==> src/rtl/muldiv_pkg.sv <==
// Shared constants and types for the iterative multiply/divide unit.
package muldiv_pkg;
    localparam int XLEN = 32;

    localparam logic [1:0] OP_MULT  = 2'b00;
    localparam logic [1:0] OP_MULTU = 2'b01;
    localparam logic [1:0] OP_DIV   = 2'b10;
    localparam logic [1:0] OP_DIVU  = 2'b11;

    typedef enum logic [1:0] {
        IDLE = 2'd0,
        RUN  = 2'd1,
        FIX  = 2'd2
    } state_t;
endpackage

==> src/rtl/muldiv_sequencer_if.sv <==
// Execute-stage connection between the pipeline and the mul/div sequencer.
interface muldiv_sequencer_if;
    import muldiv_pkg::*;

    // startE is an issue pulse with no ready: while busy, stallE holds the issuing
    // instruction in execute, so a startE seen during busy is ignored and re-presented.
    logic            startE;
    logic [1:0]      opE;
    logic [XLEN-1:0] srcaE;
    logic [XLEN-1:0] srcbE;
    logic            readreqE;
    logic            flushE;
    logic            busy;
    logic            stallE;
    logic            done;
    logic            divzero;
    logic [XLEN-1:0] hi;
    logic [XLEN-1:0] lo;
    state_t          dbg_state;

    modport master (
        output startE, opE, srcaE, srcbE, readreqE, flushE,
        input  busy, stallE, done, divzero, hi, lo, dbg_state
    );

    modport slave (
        input  startE, opE, srcaE, srcbE, readreqE, flushE,
        output busy, stallE, done, divzero, hi, lo, dbg_state
    );
endinterface

==> src/rtl/muldiv_step.sv <==
// One radix-2 iteration: shift-add multiply or restoring divide on a 64-bit accumulator.
module muldiv_step
    import muldiv_pkg::*;
(
    input  logic [2*XLEN-1:0] i_acc,
    input  logic [XLEN-1:0]   i_operand,
    input  logic              i_div,
    output logic [2*XLEN-1:0] o_acc
);
    logic [XLEN:0] w_sum;
    logic [XLEN:0] w_rem;
    logic [XLEN:0] w_diff;

    always_comb begin
        w_sum  = {1'b0, i_acc[2*XLEN-1:XLEN]} + {1'b0, i_operand};
        // Partial remainder after the left shift needs one extra bit before the compare.
        w_rem  = i_acc[2*XLEN-1:XLEN-1];
        w_diff = w_rem - {1'b0, i_operand};
        o_acc  = i_acc;
        if (i_div) begin
            if (!w_diff[XLEN]) begin
                o_acc = {w_diff[XLEN-1:0], i_acc[XLEN-2:0], 1'b1};
            end else begin
                o_acc = {w_rem[XLEN-1:0], i_acc[XLEN-2:0], 1'b0};
            end
        end else if (i_acc[0]) begin
            o_acc = {w_sum, i_acc[XLEN-1:1]};
        end else begin
            o_acc = {1'b0, i_acc[2*XLEN-1:1]};
        end
    end
endmodule

==> src/rtl/muldiv_sequencer.sv <==
// Iterative MULT/MULTU/DIV/DIVU controller owning HI/LO, with pipeline stall generation.
module muldiv_sequencer
    import muldiv_pkg::*;
(
    input  logic              clk,
    input  logic              rst,
    muldiv_sequencer_if.slave bus
);
    localparam int CW = $clog2(XLEN);

    state_t            r_state;
    state_t            w_next;
    logic [CW-1:0]     r_count;
    logic              r_is_div;
    logic              r_zero_div;
    logic              r_sign_a;
    logic              r_sign_b;
    logic              r_done;
    logic              r_divzero;
    logic [2*XLEN-1:0] r_acc;
    logic [XLEN-1:0]   r_operand;
    logic [XLEN-1:0]   r_hi;
    logic [XLEN-1:0]   r_lo;

    logic              w_start;
    logic              w_signed;
    logic              w_is_div;
    logic              w_zero_div;
    logic              w_busy;
    logic              w_neg;
    logic [XLEN-1:0]   w_abs_a;
    logic [XLEN-1:0]   w_abs_b;
    logic [XLEN-1:0]   w_hi;
    logic [XLEN-1:0]   w_lo;
    logic [2*XLEN-1:0] w_step;
    logic [2*XLEN-1:0] w_prod;

    assign w_start    = bus.startE & ~bus.flushE;
    assign w_signed   = (bus.opE == OP_MULT) || (bus.opE == OP_DIV);
    assign w_is_div   = (bus.opE == OP_DIV) || (bus.opE == OP_DIVU);
    assign w_zero_div = w_is_div && (bus.srcbE == '0);
    assign w_abs_a    = (w_signed && bus.srcaE[XLEN-1]) ? -bus.srcaE : bus.srcaE;
    assign w_abs_b    = (w_signed && bus.srcbE[XLEN-1]) ? -bus.srcbE : bus.srcbE;

    muldiv_step u_step (
        .i_acc     (r_acc),
        .i_operand (r_operand),
        .i_div     (r_is_div),
        .o_acc     (w_step)
    );

    always_ff @(posedge clk) begin
        if (!rst) r_state <= IDLE;
        else      r_state <= w_next;
    end

    always_comb begin
        w_next = r_state;
        case (r_state)
            IDLE:    if (w_start) w_next = w_zero_div ? FIX : RUN;
            RUN:     if (bus.flushE) w_next = IDLE;
                     else if (r_count == '0) w_next = FIX;
            FIX:     w_next = IDLE;
            default: w_next = IDLE;
        endcase
    end

    // Zero-divisor ops keep |A| in the low half, so re-signing it restores srcaE.
    always_comb begin
        w_neg  = r_sign_a ^ r_sign_b;
        w_prod = w_neg ? -r_acc : r_acc;
        w_hi   = w_prod[2*XLEN-1:XLEN];
        w_lo   = w_prod[XLEN-1:0];
        if (r_zero_div) begin
            w_hi = r_sign_a ? -r_acc[XLEN-1:0] : r_acc[XLEN-1:0];
            w_lo = '1;
        end else if (r_is_div) begin
            w_hi = r_sign_a ? -r_acc[2*XLEN-1:XLEN] : r_acc[2*XLEN-1:XLEN];
            w_lo = w_neg ? -r_acc[XLEN-1:0] : r_acc[XLEN-1:0];
        end
    end

    always_ff @(posedge clk) begin
        if (!rst) begin
            r_count    <= '0;
            r_is_div   <= 1'b0;
            r_zero_div <= 1'b0;
            r_sign_a   <= 1'b0;
            r_sign_b   <= 1'b0;
            r_done     <= 1'b0;
            r_divzero  <= 1'b0;
            r_acc      <= '0;
            r_operand  <= '0;
            r_hi       <= '0;
            r_lo       <= '0;
        end else begin
            r_done    <= 1'b0;
            r_divzero <= 1'b0;
            case (r_state)
                IDLE: if (w_start) begin
                    r_is_div   <= w_is_div;
                    r_zero_div <= w_zero_div;
                    r_sign_a   <= w_signed & bus.srcaE[XLEN-1];
                    r_sign_b   <= w_signed & bus.srcbE[XLEN-1];
                    r_count    <= CW'(XLEN-1);
                    r_acc      <= {{XLEN{1'b0}}, (w_is_div ? w_abs_a : w_abs_b)};
                    r_operand  <= w_is_div ? w_abs_b : w_abs_a;
                end
                RUN: begin
                    r_acc   <= w_step;
                    r_count <= r_count - CW'(1);
                end
                FIX: if (!bus.flushE) begin
                    r_hi      <= w_hi;
                    r_lo      <= w_lo;
                    r_done    <= 1'b1;
                    r_divzero <= r_zero_div;
                end
                default: ;
            endcase
        end
    end

    assign w_busy        = (r_state != IDLE);
    assign bus.busy      = w_busy;
    assign bus.stallE    = w_busy & (bus.readreqE | bus.startE);
    assign bus.done      = r_done;
    assign bus.divzero   = r_divzero;
    assign bus.hi        = r_hi;
    assign bus.lo        = r_lo;
    assign bus.dbg_state = r_state;
endmodule

==> src/flat_wrapper.sv <==
// flat-port wrapper written by rule: the top's interface ports become plain ports
module muldiv_sequencer_flat import muldiv_pkg::*;
  (clk, rst, bus_startE, bus_opE, bus_srcaE, bus_srcbE, bus_readreqE, bus_flushE, bus_busy, bus_stallE, bus_done, bus_divzero, bus_hi, bus_lo, bus_dbg_state);
  muldiv_sequencer_if bus_i ();
  input  logic clk;
  input  logic rst;
  input wire logic [$bits(bus_i.startE)-1:0] bus_startE;
  input wire logic [$bits(bus_i.opE)-1:0] bus_opE;
  input wire logic [$bits(bus_i.srcaE)-1:0] bus_srcaE;
  input wire logic [$bits(bus_i.srcbE)-1:0] bus_srcbE;
  input wire logic [$bits(bus_i.readreqE)-1:0] bus_readreqE;
  input wire logic [$bits(bus_i.flushE)-1:0] bus_flushE;
  output wire logic [$bits(bus_i.busy)-1:0] bus_busy;
  output wire logic [$bits(bus_i.stallE)-1:0] bus_stallE;
  output wire logic [$bits(bus_i.done)-1:0] bus_done;
  output wire logic [$bits(bus_i.divzero)-1:0] bus_divzero;
  output wire logic [$bits(bus_i.hi)-1:0] bus_hi;
  output wire logic [$bits(bus_i.lo)-1:0] bus_lo;
  output wire logic [$bits(bus_i.dbg_state)-1:0] bus_dbg_state;
  assign bus_i.startE = bus_startE;
  assign bus_i.opE = bus_opE;
  assign bus_i.srcaE = bus_srcaE;
  assign bus_i.srcbE = bus_srcbE;
  assign bus_i.readreqE = bus_readreqE;
  assign bus_i.flushE = bus_flushE;
  assign bus_busy = bus_i.busy;
  assign bus_stallE = bus_i.stallE;
  assign bus_done = bus_i.done;
  assign bus_divzero = bus_i.divzero;
  assign bus_hi = bus_i.hi;
  assign bus_lo = bus_i.lo;
  assign bus_dbg_state = bus_i.dbg_state;
  muldiv_sequencer u_core (.clk(clk), .rst(rst), .bus(bus_i));
endmodule
==> config.mk <==
export PLATFORM = sky130hd
export DESIGN_NAME = muldiv_sequencer_flat
export DESIGN_NICKNAME = d
export VERILOG_FILES = /design/src/rtl/muldiv_pkg.sv /design/src/rtl/muldiv_sequencer_if.sv /design/src/rtl/muldiv_step.sv /design/src/rtl/muldiv_sequencer.sv /design/src/flat_wrapper.sv
export SDC_FILE = /design/constraint.sdc
export NUM_CORES = 1
export LEC_CHECK = 0
export CAP_MARGIN = 10
export CELL_PAD_IN_SITES_DETAIL_PLACEMENT = 0
export CELL_PAD_IN_SITES_GLOBAL_PLACEMENT = 2
export CORE_MARGIN = 4
export CORE_UTILIZATION = 37
export DETAILED_ROUTE_END_ITERATION = 10
export HOLD_SLACK_MARGIN = 0.06
export PLACE_DENSITY_LB_ADDON = 0.1
export SLEW_MARGIN = 20
export SYNTH_ARGS = -nofsm -noshare
export SYNTH_HDL_FRONTEND = slang
export SYNTH_HIERARCHICAL = 1
export SYNTH_SLANG_ARGS = --single-unit
==> constraint.sdc <==
create_clock -name clk -period 8 [get_ports clk]
set_input_delay 0.8 -clock clk [delete_from_list [all_inputs] [get_ports clk]]
set_output_delay 0.8 -clock clk [all_outputs]
set_load 0.02 [all_outputs]
Yosys cells after proc, flatten, opt, wreduce, memory -nomap -nowiden. Cells that the tools add are included.

Register bits after elaboration: 173. Bits in latches: 0. Memory bits (writable): 0. ROM bits: 0. Input bits: 71. Logic and storage cells: 77. Memories: 0.

$add $sub $neg: 8. $mul: 0. Div/mod/pow operators: 0. Order comparisons: 0. Equality and inequality tests: 6. Shift-type cells: 0. Multiplexer cells: 25. Bitwise logic cells: 9. Reductions and logical operators: 17.

Operators by type and width (count): $mux 32 (11); $mux 64 (5); $neg 32->32 (4); $pmux 64 s2 (1); $neg 64->64 (1); $add 32x32->33 (1); $sub 33x32->33 (1); $logic_not 32->1 (1); $pmux 5 s2 (1); $reduce_and 2->1 (5); $mux 2 (4); $eq 2x2->1 const B (3); $logic_not 5->1 (1); $mux 5 (1); $sub 5x1->5 const B (1); $and 1x1->1 (4); $logic_not 2->1 (2); $pmux 2 s2 (1); $reduce_bool 2->1 (2); $logic_and 1x1->1 (3); $ne 3x2->1 const B (1); $not 1->1 (3); $reduce_or 3->1 (1); $eq 2x1->1 const B (1); other kinds (5) (6).

Logic depth before layout (Yosys ltp).
Depth after elaboration: 7. Gate-level depth with buffers: 15. Gate-level depth less buffers: 14.

Modules after synthesis. The synthesis kept the hierarchy.

By module, submodules not included: muldiv_sequencer (times used 1, cells an instance 1376, area an instance 10722.8 sq um, seq. area each 3463.3 sq um); muldiv_step (times used 1, cells an instance 692, area an instance 4847.1 sq um, seq. area each 0.0 sq um).

Worst setup path after synthesis. OpenSTA, ideal clock, no wires.

Path kind: reg-to-reg. Start: register u_core.r_acc[31]. End: register u_core.r_acc[49]. Arrival: 3036 ps. Path slack: 4832 ps. Stages on the path, launching flop included: 16. Buffers on the path: 1. Clock period less this slack: 3168 ps. Path through: dfxtp_1 inv_1 ha_1 fa_1 nand2b_1 a21oi_2 o2111ai_2 a21boi_2 o2111ai_2 and3_4 nor3_4 buf_6 mux2i_1 a22oi_1 nand2_1 a21oi_1.

Word-level cells in the longest chain between the ends: 4.

Ends and longest elaborated chain: start, declared (RTL line muldiv_sequencer.sv:20) `logic [2*XLEN-1:0] r_acc;`; start signal, assigned (RTL line muldiv_sequencer.sv:106) `r_acc <= {{XLEN{1'b0}}, (w_is_div ? w_abs_a : w_abs_b)};`; start signal, assigned (RTL line muldiv_sequencer.sv:110) `r_acc <= w_step;`; $sub 33x32->33 (RTL line muldiv_step.sv:18) `w_diff = w_rem - {1'b0, i_operand};`; $mux 64 (RTL line muldiv_step.sv:21) `if (!w_diff[XLEN]) begin`; $mux 64 (RTL line muldiv_step.sv:20) `if (i_div) begin`; net u_core.w_step[49] (RTL line muldiv_sequencer.sv:35) `logic [2*XLEN-1:0] w_step;`; $pmux 64 s2 (RTL line muldiv_sequencer.sv:99) `case (r_state)`.

The timed path passes the listed nets, and every way through them passes these cells. A chain may end at the register's enable or synchronous reset.

Final worst setup path.
Start: register u_core.r_acc[31]. End: register u_core.r_acc[55].

Same word-level chain as after synthesis.

==> metrics.md <==
| Metric | Value |
|---|---|
| Post-synthesis mux area share | 0.05071 |
| GR Util met2 | 0.4163 |
| Post-place instance area | 17380 µm² |
| Async SR Flop Fraction | 0 |
| Worst Path Arrival | 4.72 ns |
| Clock buffer depth | 2 |
| Share of layout cells above drive strength 1 | 0.07163 |
| Synth top cells by count | a21oi_1 (199), dfxtp_1 (173), nand2_1 (172), nor2_1 (126), clkbuf_1 (123) |
| Peak fanout along the critical path | 14 |
| Ys flop type | dfxtp_1 |
| Count leader, synth | a21oi_1 |
| First-pass GRT wire length | 96.97 mm |
| Ranking of synthesized cells by area | dfxtp_1 (22%), a21oi_1 (6.4%), xnor2_1 (5.9%) |
| Gpl congestion | 0.9822 |
| CTS tree | done |
| Die height | 213.1 µm |
| DRC | 0 |
| CTS Hold Buffers Added | 0 |
| Mapped Cells | 2068 |
| Post-route setup TNS | 0 ns |
| Met3 Resource Use GR | 0.03820 |
| Headroom to the max-slew limit | 0.2411 |
| Synth Area per Inst | 7.529 µm² |
| Drt first pass iters | 6 |
| Hold Fails Final Rpt | 0 |
| Adder and majority gate portion of the synthesized area | 0.05882 |
| CP Launch Type | flip-flop |
| Max Cap Violations | 0 |
| Final ANT Viol Nets | 0 |
| Critical path endpoint category | flip-flop |
| Clock root buffer | clkbuf_16 |
| Initial antenna violation count | 0 |
| Most frequent CP cell | o2111ai_2 |
| M1 GR Usage | 0.4189 |
| CTS Sinks | 173 |
| Die Span X | 213.1 µm |
| Largest family of logic cells by synthesized area | compound AO/OA/AOI/OAI gates |
| Netlist cell types | 89 |
| Initial Util | 0.3779 |
| Compound-Gate Fraction of Synth Area | 0.2991 |
| Clk_skew | 0.009752 ns |
| Final instance area | 17950 µm² |
| # IOs | 141 |
| Status | finished clean |
| Post-synthesis register bit count | 173 |
| Core area | 41200 µm² |
| EDFF count, synth | 0 |
| Antenna fix cells | 0 |
| Least-Margin Pin Slew | 1.136 ns |
| Mapped cell area | 15570 µm² |
| Slowest stage cell, crit path | nor3_4 |
| Post-Synth Simple-Gate Area | 0.2129 |
| Unrepaired setup endpoints after global routing | no |
| Fin. max-slew vios | 0 |
| Vias in the first global route | 14930 |
| Crit path kind | flip-flop to flip-flop |
| Setup violations, final | 0 |
| Floorplan row count | 74 |
| Synth-to-Final Area Change | 15.27% |
| PwrDens | 146.9 nW/µm² |
| Global route overflow | 0 |
| Final Cycle Share | 0.5385 |
| Syn Nets | 2211 |
| Total area of sequential cells | 3468 µm² |
| Warnings, synthesis | 6 |
| Clk_lat worst skew | 0.48 ns |
| H-tree depth | 4 |
| DP HPWL | 49.62 mm |
| Final WL | 65.44 mm |
| IO buf count | 140 |
| Crit-path cells | inv_1 > ha_1 > fa_1 > nand2b_1 > a21oi_2 > o2111ai_2 > a21boi_2 > o2111ai_2 > and3_4 > nor3_4 > buf_8 > buf_4 > nor2_1 > a221oi_1 > nand2_1 > a21oi_1 |
| Hold Crit Class | flip-flop to flip-flop |
| Die area | 45430 µm² |
| Post-CTS sizing | 0 |
| Max incr delay on CP | 0.56 ns |
| Top Family by Delay on Critical Path | compound AO/OA/AOI/OAI gates |
| Total GRT Usage | 0.2800 |
| Multi-input gate area | 11230 µm² |
| Via count | 16360 |
| Minimum clock period | 4.308 ns |
| Worst vdd ir | 127.5 µV |
| Largest area contributor in the netlist | dfxtp_1 |
| Synth Area in XOR/XNOR | 0.09844 |
| Iter 0 DRT Violations | 1678 |
| Most used routing layer | met1 |
| Nets | 2266 |
| CP bufs+invs | 3 |
| Reg clk slew, reported paths | 0.07 ns |
| WP data required | 8.41 ns |
| DR vias/cell | 6.132 |
| Routed WL per cell | 24.53 µm |
| Fillers | 4221 |
| Register area share after synthesis | 0.2224 |
| Pleak | 6.851 nW |
| Largest net degree at the start of global routing | 73 |
| Setup bufs post-CTS | 0 |
| Fmax | 232.1 MHz |
| Post-synth top area share | 0.2224 |
| Num CTS Buffers | 17 |
==> where the power goes <==
part	total, mW	internal [mW]	switching [mW]
clock network	0.824	0.426	0.398
logic	0.860	0.324	0.536
registers	0.953	0.891	0.0619
==> flip-flops by register name, indices dropped and copies added, names as in the netlist <==
signal	count
u_core/bus.done	1
u_core/r_zero_div	1
u_core/r_acc	64
u_core/r_operand	32
u_core/r_sign_b	1
u_core/r_is_div	1
u_core/bus.hi	32
u_core/r_count	5
u_core/bus.dbg_state	2
u_core/bus.lo	32
u_core/bus.divzero	1
u_core/r_sign_a	1
==> layout make-up <==
class	count	share of cell area
Clock buffer	22	0.02642
Sequential cell	173	0.1933
Inverter	72	0.01506
Clock inverter	10	0.004392
Multi-Input combinational cell	1672	0.6259
Timing Repair Buffer	187	0.09788
Tap cell	532	0.03709
==> stage by stage <==
stage	std cells	utilization	setup WS [ns]	hold WS, ns	total power [mW]
detailed placement	2635	0.4218	3.521	0.4401	1.809
finish	2668	0.4356	3.692	0.4447	2.637
global route	2668	0.4356	3.426	0.4674	2.754
floorplan	2068	-	4.832	0.4462	1.528
global placement	2635	0.4218	3.592	0.4324	1.812
CTS	2667	0.4352	3.471	0.4493	2.640
==> logic make-up after synthesis <==
family / after synthesis
DFF: 173
adders and majority gates: 72
muxes: 75
xor gates and xnor gates: 175
and+or+nand+nor: 653
AOI/OAI and AO/OA: 697
buffers and inverters: 223
==> routing by layer <==
metal  part of all wire  wire [µm]
met5                  0          0
met4              0.025       1662
met3              0.071       4617
met2               0.43      28080
met1               0.48      31090
==> worst reg2reg max path, cell delays in order, from the launching register on <==
cell,delay [ns]
dfxtp_1,0.47
inv_1,0.13
ha_1,0.25
fa_1,0.40
nand2b_1,0.20
a21oi_2,0.21
o2111ai_2,0.18
a21boi_2,0.29
o2111ai_2,0.15
and3_4,0.20
nor3_4,0.56
buf_8,0.24
buf_4,0.28
nor2_1,0.15
a221oi_1,0.31
nand2_1,0.08
a21oi_1,0.14
==> worst paths after layout <==
kind	cells after the start	end	from	slack [ns]
worst min register to register	2	u_core/bus.hi[26]	u_core/bus.hi[26]	0.44
worst max-delay path	16	u_core/r_acc[55]	u_core/r_acc[31]	3.69
worst max register to register	16	u_core/r_acc[55]	u_core/r_acc[31]	3.69
worst min-delay path	2	u_core/bus.hi[26]	u_core/bus.hi[26]	0.44
==> placed cells by master (no fill, tap or decap), types with 12 or more instances in the layout <==
cell type / instances
a21oi_1: 199
nand2_1: 172
dfxtp_1: 171
clkdlybuf4s50_1: 139
nor2_1: 125
o21ai_0: 118
xnor2_1: 105
nand3_1: 78
xor2_1: 70
ha_1: 70
inv_1: 69
nor3_1: 64
buf_4: 46
mux2i_1: 44
o31ai_1: 39
a211oi_1: 38
a21o_1: 36
a31oi_1: 32
mux2_2: 30
o221ai_1: 29
nor4_1: 28
nor2b_1: 27
a22oi_1: 24
o21a_1: 22
nand2b_1: 22
or4_1: 21
or3_1: 19
clkbuf_16: 17
nand4_1: 15
o211ai_1: 14
and3_1: 13
a22o_1: 12
No activity file was read; power rests on OpenSTA's default activity.
